===== src/rtl/fetch_unit_if.sv =====
// Fetch-stage bundle: hazard/redirect controls from ID, instruction memory
// link, and the IF/ID pipeline register outputs.
interface fetch_unit_if #(
  parameter int unsigned PC_WIDTH    = 16,
  parameter int unsigned INSTR_WIDTH = 16
);

  logic                   stall;
  logic                   branch_taken;
  logic [PC_WIDTH-1:0]    branch_offset;
  logic                   jump;
  logic [11:0]            jump_target;
  logic [INSTR_WIDTH-1:0] instruction;
  logic [PC_WIDTH-1:0]    pc;
  logic [INSTR_WIDTH-1:0] id_instr;
  logic [PC_WIDTH-1:0]    id_pc_plus1;
  logic                   id_valid;
  logic                   halted;

  // Environment side: pipeline control and instruction memory.
  modport master (
    output stall,
    output branch_taken,
    output branch_offset,
    output jump,
    output jump_target,
    output instruction,
    input  pc,
    input  id_instr,
    input  id_pc_plus1,
    input  id_valid,
    input  halted
  );

  modport slave (
    input  stall,
    input  branch_taken,
    input  branch_offset,
    input  jump,
    input  jump_target,
    input  instruction,
    output pc,
    output id_instr,
    output id_pc_plus1,
    output id_valid,
    output halted
  );

endinterface


===== src/rtl/fetch_unit.sv =====
// Instruction-fetch stage: owns the PC, fills the IF/ID register, and handles
// stall, branch/jump redirect with a one-bubble flush, and HALT detection.
module fetch_unit #(
  parameter int unsigned         PC_WIDTH    = 16,
  parameter int unsigned         INSTR_WIDTH = 16,
  parameter logic [PC_WIDTH-1:0] RESET_PC    = '0,
  parameter logic [3:0]          HALT_OPCODE = 4'hF
) (
  input logic         clk,
  input logic         reset,
  fetch_unit_if.slave bus
);

  typedef enum logic [0:0] {
    StRun,
    StHalted
  } state_e;

  state_e                 state_q, state_d;
  logic [PC_WIDTH-1:0]    pc_q, pc_d;
  logic [INSTR_WIDTH-1:0] id_instr_q, id_instr_d;
  logic [PC_WIDTH-1:0]    id_pc_plus1_q, id_pc_plus1_d;
  logic                   id_valid_q, id_valid_d;

  logic [PC_WIDTH-1:0]    pc_plus1;
  logic [PC_WIDTH-1:0]    branch_target;
  logic [PC_WIDTH-1:0]    jump_dest;
  logic                   is_halt;

  assign pc_plus1      = pc_q + PC_WIDTH'(1);
  assign branch_target = id_pc_plus1_q + bus.branch_offset;
  // Jumps keep the region bits of the instruction that issued them.
  assign jump_dest     = {id_pc_plus1_q[PC_WIDTH-1:12], bus.jump_target};
  assign is_halt       = (bus.instruction[INSTR_WIDTH-1 -: 4] == HALT_OPCODE);

  always_comb begin
    state_d       = state_q;
    pc_d          = pc_q;
    id_instr_d    = id_instr_q;
    id_pc_plus1_d = id_pc_plus1_q;
    id_valid_d    = id_valid_q;

    unique case (state_q)
      StRun: begin
        if (bus.jump) begin
          pc_d       = jump_dest;
          id_valid_d = 1'b0;
        end else if (bus.branch_taken) begin
          pc_d       = branch_target;
          id_valid_d = 1'b0;
        end else if (!bus.stall) begin
          id_instr_d    = bus.instruction;
          id_pc_plus1_d = pc_plus1;
          id_valid_d    = 1'b1;
          // HALT still enters IF/ID, but the PC parks on its address.
          if (is_halt) begin
            state_d = StHalted;
          end else begin
            pc_d = pc_plus1;
          end
        end
      end
      StHalted: begin
        id_valid_d = 1'b0;
      end
      default: begin
        state_d = StRun;
      end
    endcase
  end

  always_ff @(posedge clk or posedge reset) begin
    if (reset) begin
      state_q       <= StRun;
      pc_q          <= RESET_PC;
      id_instr_q    <= '0;
      id_pc_plus1_q <= '0;
      id_valid_q    <= 1'b0;
    end else begin
      state_q       <= state_d;
      pc_q          <= pc_d;
      id_instr_q    <= id_instr_d;
      id_pc_plus1_q <= id_pc_plus1_d;
      id_valid_q    <= id_valid_d;
    end
  end

  assign bus.pc          = pc_q;
  assign bus.id_instr    = id_instr_q;
  assign bus.id_pc_plus1 = id_pc_plus1_q;
  assign bus.id_valid    = id_valid_q;
  assign bus.halted      = (state_q == StHalted);

endmodule


===== src/flat_wrapper.sv =====
// flat-port wrapper written by rule: the top's interface ports become plain ports
module fetch_unit_flat 
#(
  parameter int unsigned         PC_WIDTH    = 16,
  parameter int unsigned         INSTR_WIDTH = 16,
  parameter logic [PC_WIDTH-1:0] RESET_PC    = '0,
  parameter logic [3:0]          HALT_OPCODE = 4'hF
)
  (clk, reset, bus_stall, bus_branch_taken, bus_branch_offset, bus_jump, bus_jump_target, bus_instruction, bus_pc, bus_id_instr, bus_id_pc_plus1, bus_id_valid, bus_halted);
  fetch_unit_if #(.PC_WIDTH(PC_WIDTH), .INSTR_WIDTH(INSTR_WIDTH)) bus_i ();
  input logic clk;
  input logic reset;
  input wire logic [$bits(bus_i.stall)-1:0] bus_stall;
  input wire logic [$bits(bus_i.branch_taken)-1:0] bus_branch_taken;
  input wire logic [$bits(bus_i.branch_offset)-1:0] bus_branch_offset;
  input wire logic [$bits(bus_i.jump)-1:0] bus_jump;
  input wire logic [$bits(bus_i.jump_target)-1:0] bus_jump_target;
  input wire logic [$bits(bus_i.instruction)-1:0] bus_instruction;
  output wire logic [$bits(bus_i.pc)-1:0] bus_pc;
  output wire logic [$bits(bus_i.id_instr)-1:0] bus_id_instr;
  output wire logic [$bits(bus_i.id_pc_plus1)-1:0] bus_id_pc_plus1;
  output wire logic [$bits(bus_i.id_valid)-1:0] bus_id_valid;
  output wire logic [$bits(bus_i.halted)-1:0] bus_halted;
  assign bus_i.stall = bus_stall;
  assign bus_i.branch_taken = bus_branch_taken;
  assign bus_i.branch_offset = bus_branch_offset;
  assign bus_i.jump = bus_jump;
  assign bus_i.jump_target = bus_jump_target;
  assign bus_i.instruction = bus_instruction;
  assign bus_pc = bus_i.pc;
  assign bus_id_instr = bus_i.id_instr;
  assign bus_id_pc_plus1 = bus_i.id_pc_plus1;
  assign bus_id_valid = bus_i.id_valid;
  assign bus_halted = bus_i.halted;
  fetch_unit #(.PC_WIDTH(PC_WIDTH), .INSTR_WIDTH(INSTR_WIDTH), .RESET_PC(RESET_PC), .HALT_OPCODE(HALT_OPCODE)) u_core (.clk(clk), .reset(reset), .bus(bus_i));
endmodule

===== config.mk =====
export PLATFORM = sky130hd
export DESIGN_NAME = fetch_unit_flat
export DESIGN_NICKNAME = d
export VERILOG_FILES = /design/src/rtl/fetch_unit_if.sv /design/src/rtl/fetch_unit.sv /design/src/flat_wrapper.sv
export SDC_FILE = /design/constraint.sdc
export NUM_CORES = 1
export LEC_CHECK = 0
export ABC_AREA = 0
export BUFFER_PORTS_ARGS = -buffer_cell sky130_fd_sc_hd__buf_2
export CAP_MARGIN = 30
export CORE_MARGIN = 4
export CORE_UTILIZATION = 55
export DETAILED_ROUTE_END_ITERATION = 6
export HOLD_SLACK_MARGIN = 0.1
export MAX_ROUTING_LAYER = met4
export PLACE_DENSITY_LB_ADDON = 0.3
export SLEW_MARGIN = 20
export SYNTH_ARGS = -nofsm -noshare
export SYNTH_HDL_FRONTEND = slang
export SYNTH_SLANG_ARGS = --single-unit

===== constraint.sdc =====
create_clock -name clk -period 6.8 [get_ports clk]
set_input_delay 0.68 -clock clk [delete_from_list [all_inputs] [get_ports clk]]
set_output_delay 0.68 -clock clk [all_outputs]
set_load 0.01 [all_outputs]

Yosys cells after proc, flatten, opt, wreduce, memory -nomap -nowiden
Index checks and enable logic that the tools add are counted.

Add/subtract/negate cells: 2. Multiply operators: 0. Divide/modulo/power cells: 0. Order comparisons: 0. Eq/ne operators: 4. Shifts and indexed selects: 0. Mux-type cells: 13. Bitwise gates (word level): 4. Reductions and logical operators: 2.

Operators by type and width (number): $mux W16 (4); $add A16 B1 Y16 const B (1); $add A16 B16 Y16 (1); $mux W1 (8); $eq A4 B4 Y1 const B (1); $ne A4 B4 Y1 const B (1); $not A1 Y1 (4); $reduce_and A4 Y1 (1); $ne A3 B1 Y1 const B (1); $ne A3 B3 Y1 const B (1); $reduce_and A3 Y1 (1); $pmux W1 S2 (1).

Register bits: 50. Latch bits: 0. Memory bits (writable): 0. Bits in read-only memories: 0. Input port bits: 49. Output and inout bits: 50. Word-level logic and storage cells: 30. Memories: 0.

Longest topological paths before layout
Gate-level depths: netlist (run 1).

Depth in word-level cells: 6. Gate-level depth with buffers: 8. Depth with buffers taken out: 8.

Worst setup path before layout (run 1)
Ideal clock, no wire load.

Path type: input -> register. From: input bus_branch_offset[0]. To: register u_core.pc_q[10], in the netlist u_core.bus.pc[10]. Library setup time: 134 ps. Data arrival time: 2393 ps. Data required time: 6666 ps. Slack: 4273 ps. Stages: 8. Buffers on the path: 0. Cell sequence: ha_1 -> fa_1 -> a211oi_1 -> o21ai_0 -> a21oi_1 -> xnor2_1 -> a211oi_1 -> o31ai_1.

Cells in the longest elaborated chain, start to end: 3.

RTL lines: start: declaration (RTL line flat_wrapper.sv:15) `input wire logic [$bits(bus_i.branch_offset)-1:0] bus_branch_offset;`; $add A16 B16 Y16 (RTL line fetch_unit.sv:31) `assign branch_target = id_pc_plus1_q + bus.branch_offset;`; $mux W16 (RTL line fetch_unit.sv:48) `end else if (bus.branch_taken) begin`; $mux W16 (RTL line fetch_unit.sv:45) `if (bus.jump) begin`; end signal: assignment (RTL line fetch_unit.sv:81) `pc_q <= pc_d;`; end: declaration (RTL line fetch_unit.sv:20) `logic [PC_WIDTH-1:0] pc_q, pc_d;`.

No other way between the ends. A chain may end at the register's enable or synchronous reset.

Worst setup path in the final report (run 1)
From: input bus_branch_offset[0]. To: register u_core.pc_q[14], in the netlist u_core.bus.pc[14].

The elaborated chain is that of the path after synthesis.

==> results.toml, run 1 <==
[power_and_ir_drop]
combPwrFrac_pct = 17.9
leakagePower_uw = 0.00195
intPower_uw = 427
power_per_cell_area_nw_per_um2 = 158
vdd_drop_max_uv = 126
p_switching_uw = 181
p_sw_share_pct = 29.7
clkPwrFrac_pct = 30.0
p_seq_share_pct = 52.1

[die]
core_area_um2 = 5570
io-pin-count = 99
die_area_um2 = 7110
die_h_um = 84.3
num_rows = 27
start_util_pct = 57.5
dieWidth_um = 84.3

[clocking]
clock_sinks = 50
h-tree-depth = 2
clk_root_buffer_cell = "clkbuf_8"
cts_made_buffers = 5
clk_latency_ps = 310
path_clk_slew_ps = 100
cts_tree = "yes"
cts.path.max_buffers = 2
cts_resized = 0
cts_setup_buffers = 0
hold_buffers = 0

[placed_design]
port-buffer-count = 98
place_congestion = 0.907
place_ws_ps = 3860
place_inst = 508
hpwl_mm = 6.74

[logic_synthesis]
async_flop_share_pct = 100
ys_types = 52
synth_area_leaders = "dfrtp_1 (39%), a21oi_1 (6.4%), ha_1 (6.3%)"
yosysSeqAreaShare_pct = 39.1
yosysWarnings = 0
synth_nets = 417
syn_area_per_cell_um2 = 9.13
syn_area_um2 = 3200
ys_ff_latch = 50
yosys-top-cells-count = "dfrtp_1 (50), a21oi_1 (41), nor2_1 (35)"
synth_area_leader_cell = "dfrtp_1"
synth.top_cell.area_share_pct = 39.1
synthCells = 351
synth_ff_type = "dfrtp_1"
synth_most_common_cell = "dfrtp_1"
synth-edff-count = 0

[cells_and_area]
nNetsFinal = 509
final_cell_count_no_fill = 516
drive_gt1_share_pct = 31.1
fillers = 489
syn2layout_area_growth_pct = 20.4
fin_util_pct = 69.2
antenna_cells = 0

[setup_path]
cp_top_family = "compound AO/OA/AOI/OAI gates"
end_kind = "register"
crit_slowest_cell = "fa_1"
worst-path-max-fanout = 4
critPathKind = "in -> reg"
worstPathCellList = "buf_2, ha_1, fa_1, a211oi_1, o21ai_0, a21oi_1, o41ai_1, nor3_1, o221ai_1"
required_ps = 6960
critical_path.max_stage_delay_ps = 450
crit_arrival_ps = 2820
crit_buf_inv = 1
critPathLaunchType = "input port"

[timing]
finalCritPeriodShare_pct = 39.1
hold_viol_final = 0
rsz0062_at_grt = "false"
finalSetupViolCount = 0
timing.setup.tns_ps = 0
fin_ws_ps = 4140
finClkSkew_ps = 6.53
fmax_mhz = 376
fin_crit_ps = 2660
slew_headroom_pct = 47.5
slew_violations = 0
worst_pin_slew_ps = 786
hold_ws_ps = 357

[drt]
drt_drc_violations_left = 0
wl_mm = 8.60
wl_per_cell_um = 16.7
first_pass_iters = 4
antenna_left = 0
viasPerCell = 5.86
route.vias.total = 3024
dr.first_iter.drc_count = 228

[global_route]
track_usage_pct = 25.1
antenna_found_initial = 0
grt_pass1_wl_mm = 14.3
overflow = 0
grt_pass1_vias = 2936
grt_max_degree = 33

[worst_hold_path]
hold_path.class = "in -> async"

[run_status]
status = "complete, no violations"

[flow_run]
maxCapViolations = 0
## per-stage QoR
step,instance area [um^2],power (uW)
2_1_floorplan,3200,388
3_3_place_gp,3730,426
3_5_place_dp,3760,431
4_1_cts,3860,611
5_1_grt,3860,636
6_report,3860,608
## metal layers
| metal | wire length (um) | share of wire (%) | vias to the layer above | global-route usage [%] |
|---|---|---|---|---|
| li1 | - | - | 1464 | - |
| met1 | 3880 | 45 | 1436 | 34.7 |
| met2 | 4090 | 48 | 115 | 40.0 |
| met3 | 553 | 6.4 | 9 | 4.12 |
| met4 | 75 | 0.87 | 0 | 3.36 |
| met5 | 0 | 0 | - | - |
## final cells by class
type                    instances  area, um^2  share of cell area [%]
repair buffers                101         529                    13.7
clock inverters                 3        25.0                   0.649
clock buffers                   5        68.8                    1.78
flip-flops and latches         50        1250                    32.4
well taps                      72        90.1                    2.34
inverters                      12        45.0                    1.17
multi-input cells             273        1850                    47.9
## power groups by stage
stage	clock (uW)	sequential (uW)	combinational, uW
after detailed placement	0	322	109
after CTS	185	317	109
final	182	317	109
after global routing	197	318	121
after global placement	0	322	104
after floorplan	0	324	64.8
## cell usage in the layout (no fill, tap or decap), types with 3 or more instances in the layout
master     instances
buf_2             98
dfrtp_1           50
a21oi_1           41
nor2_1            35
nand2_1           23
o21ai_0           21
xnor2_1           18
mux2_2            17
ha_1              16
inv_1             11
nor3_1            10
nand3_1            9
a211oi_1           8
xor2_1             6
a21o_1             6
and3_1             5
o211ai_1           5
clkbuf_8           5
nand4_1            4
or2_2              3
o31ai_1            3
o221ai_1           3
a2111oi_0          3
nor2b_1            3
## flip-flops by register name, summed over array words and instances, names as in the netlist
| name | cells |
|---|---|
| u_core.bus.id_instr | 16 |
| u_core.bus.id_pc_plus1 | 16 |
| u_core.bus.pc | 16 |
| u_core.bus.halted | 1 |
| u_core.bus.id_valid | 1 |
## logic make-up after synthesis
| family | Yosys count | share of synthesized area, % |
|---|---|---|
| AO/OA/AOI/OAI | 109 | 21.5 |
| XOR/XNOR | 24 | 6.56 |
| adder cells (fa/ha/maj) | 17 | 6.87 |
| buffers and inverters | 28 | 3.40 |
| flip-flops | 50 | 39.1 |
| multiplexers | 19 | 6.60 |
| AND/OR/NAND/NOR | 104 | 16.0 |
## path summary, 6_finish.rpt
kind / startpoint / to / slack (ps) / depth (start not counted)
setup / recovery: bus_branch_offset[0] / u_core.bus.pc[14] / 4140 / 9
hold / removal: reset / u_core.bus.id_instr[6] / 360 / 2
setup reg to reg: u_core.bus.id_pc_plus1[0] / u_core.bus.pc[14] / 4150 / 8
hold reg to reg: u_core.bus.id_instr[2] / u_core.bus.id_instr[2] / 510 / 1
max in group asynchronous: reset / u_core.bus.pc[10] / 5930 / 3
min in group clk: u_core.bus.id_instr[2] / u_core.bus.id_instr[2] / 510 / 1
## worst register-to-register path: cells and delay by family, from the launching register on
kind            cells  cell delay [ps]
flops               1              420
compound gates      5             1250
fa+ha+maj           2              690
simple gates        1              150
Note: power is estimated with default switching activity, not from simulation.
==> run 2, diff against run 1 <==
ABC_AREA = 1   (was 0)
CORE_UTILIZATION = 47   (was 55)
clock period = 2.13 ns   (was 6.8 ns; I/O delays follow)
==> run 2 against run 1 <==
Net effect: sequential cell count is the same; cell count increased by 32%; global-route usage is 1.5 points lower; clock skew about the same; die area increased by 22%; routed wire length up 13%; critical path depth down 1; non-clock buffer count rose by 11; first-iteration DRC count is 32% lower; area after synthesis rose by 6.2%; worst hold slack worse by 250 ps; largest cell class unchanged.
==> results.toml, run 2 <==
[run_status]
status = "complete, no violations"

[setup_path]
crit_slowest_cell = "dfrtp_1"
worst-path-max-fanout = 5
critPathLaunchType = "register"
critPathKind = "reg -> reg"
worstPathCellList = "ha_1, a21oi_1, o21bai_1, a21oi_1, nand2_1, nand2_1, nand3_1, a21boi_1"
cp_top_family = "compound AO/OA/AOI/OAI gates"
required_ps = 2370
crit_buf_inv = 0
crit_arrival_ps = 2210
end_kind = "register"
critical_path.max_stage_delay_ps = 410

[timing]
hold_viol_final = 0
fin_crit_ps = 1970
finalSetupViolCount = 0
slew_violations = 0
fmax_mhz = 508
finClkSkew_ps = 6.65
slew_headroom_pct = 46.2
timing.setup.tns_ps = 0
worst_pin_slew_ps = 806
rsz0062_at_grt = "false"
finalCritPeriodShare_pct = 92.5

[logic_synthesis]
async_flop_share_pct = 100
yosys-top-cells-count = "nand2_1 (175), dfrtp_1 (50), inv_1 (44)"
synth_nets = 542
synth_ff_type = "dfrtp_1"
synth.top_cell.area_share_pct = 36.8
synth_most_common_cell = "nand2_1"
syn_area_per_cell_um2 = 7.15
synth_area_leader_cell = "dfrtp_1"
synthCells = 476
synth-edff-count = 0
ys_ff_latch = 50
yosysSeqAreaShare_pct = 36.8
ys_types = 40
syn_area_um2 = 3400
synth_area_leaders = "dfrtp_1 (37%), nand2_1 (19%), ha_1 (5.9%)"
yosysWarnings = 0

[power_and_ir_drop]
vdd_drop_max_uv = 353
combPwrFrac_pct = 47.8
p_switching_uw = 1750
power_per_cell_area_nw_per_um2 = 942
intPower_uw = 2170
leakagePower_uw = 0.00229
power_uw = 3920
p_seq_share_pct = 36.4
clkPwrFrac_pct = 15.8
p_sw_share_pct = 44.6

[clocking]
cts_made_buffers = 5
clk_root_buffer_cell = "clkbuf_8"
cts.path.max_buffers = 2
path_clk_slew_ps = 100
clk_latency_ps = 310
cts_tree = "yes"
clock_sinks = 50
cts_setup_buffers = 0
h-tree-depth = 2

[drt]
viasPerCell = 5.11
antenna_left = 0
drt_drc_violations_left = 0
first_pass_iters = 7
wl_mm = 9.68
dr.first_iter.drc_count = 154
wl_per_cell_um = 14.2
route.vias.total = 3477

[global_route]
grt_max_degree = 39
grt_pass1_vias = 3387
track_usage_pct = 23.6
antenna_found_initial = 0
grt_pass1_wl_mm = 16.0
overflow = 0

[cells_and_area]
nNetsFinal = 650
fillers = 697
antenna_cells = 0
final_cell_count_no_fill = 681
drive_gt1_share_pct = 23.8
layout_commonest_cell = "nand2_1"
syn2layout_area_growth_pct = 22.4
layout_common_cells = "nand2_1 (174), buf_2 (98), dfrtp_1 (50)"

[worst_hold_path]
hold_path.class = "in -> reg"

[die]
die_area_um2 = 8660
core_area_um2 = 6910
die_h_um = 93.1
io-pin-count = 99
num_rows = 30
start_util_pct = 49.3
dieWidth_um = 93.1

[flow_run]
maxCapViolations = 0

[placed_design]
hpwl_mm = 7.51
place_inst = 666
port-buffer-count = 98
place_congestion = 0.972
-- run 2: cell types whose count changed after synthesis, sizes merged, moves of 5 or more --
cell,delta
nand3,+26
and3,-7
nor2,+5
inv,+36
mux2,-17
a21o,-5
clkbuf,-13
a211oi,-8
o211ai,-5
nand2,+155
a21oi,-18
xnor2,-16
buf,+8
-- run 2: power groups by stage --
stage                     registers [uW]  logic [uW]  clock network, uW
after floorplan                     1520        1130                  0
after global placement              1430        1810                  0
after detailed placement            1440        1840                  0
after CTS                           1420        1860                623
after global routing                1460        2110                657
final                               1430        1870                617
-- run 2: cell families after synthesis --
kind of cell    count (synthesis)  share of synthesized area [%]
buf+inv                        59                           7.47
fa+ha+maj                      17                           6.47
xor+xnor                       12                           3.31
flops                          50                           36.8
simple gates                  276                           35.3
compound gates                 62                           10.6
-- run 2: area by class of cell --
type / count / area (um^2) / share of cell area [%]
repair buffers: 112 / 613 / 14.7
clock inverters: 2 / 16.3 / 0.391
clock buffers: 6 / 82.6 / 1.98
flip-flops and latches: 50 / 1250 / 30.1
multi-input cells: 367 / 1900 / 45.6
well taps: 96 / 120 / 2.89
inverters: 48 / 180 / 4.33
-- run 2: final timing paths --
check	from	to	slack, ps	depth (start not counted)
setup / recovery	u_core.bus.id_pc_plus1[8]	u_core.bus.pc[15]	160	8
hold / removal	bus_instruction[1]	u_core.bus.id_instr[1]	100	3
setup reg to reg	u_core.bus.id_pc_plus1[8]	u_core.bus.pc[15]	160	8
hold reg to reg	u_core.bus.id_instr[9]	u_core.bus.id_instr[9]	470	2
max in group asynchronous	reset	u_core.bus.id_pc_plus1[12]	880	4
min in group asynchronous	reset	u_core.bus.id_valid	600	3
-- run 2: tightest hold or removal path, cell delays in order --
cell     delay [ps]
buf_2            80
nand2_1          40
nand2_1          50
-- run 2: metrics by stage --
stage	hold slack, ps	instance area [um^2]	setup WS (ps)	util (%)
floorplan	330	3400	329	-
global placement	413	3990	285	57.8
detailed placement	418	3990	217	57.8
CTS	102	4160	216	60.2
global route	107	4160	23.5	60.3
finish	105	4160	160	60.3
-- run 2: timing repair --
| action | 4_1_cts | 5_1_grt |
|---|---|---|
| hold buffers | 7 | 0 |
| gates resized for setup | 0 | 2 |
| setup endpoints to repair | 0 | 2 |
| hold endpoints to repair | 42 | 0 |
-- run 2: layer usage --
| layer | global-route usage (%) | vias up | wire length [um] |
|---|---|---|---|
| met2 | 36.8 | 128 | 4500 |
| met4 | 6.11 | 0 | 106 |
| met5 | - | - | 0 |
| met3 | 3.22 | 11 | 587 |
| li1 | - | 1745 | - |
| met1 | 32.6 | 1593 | 4490 |
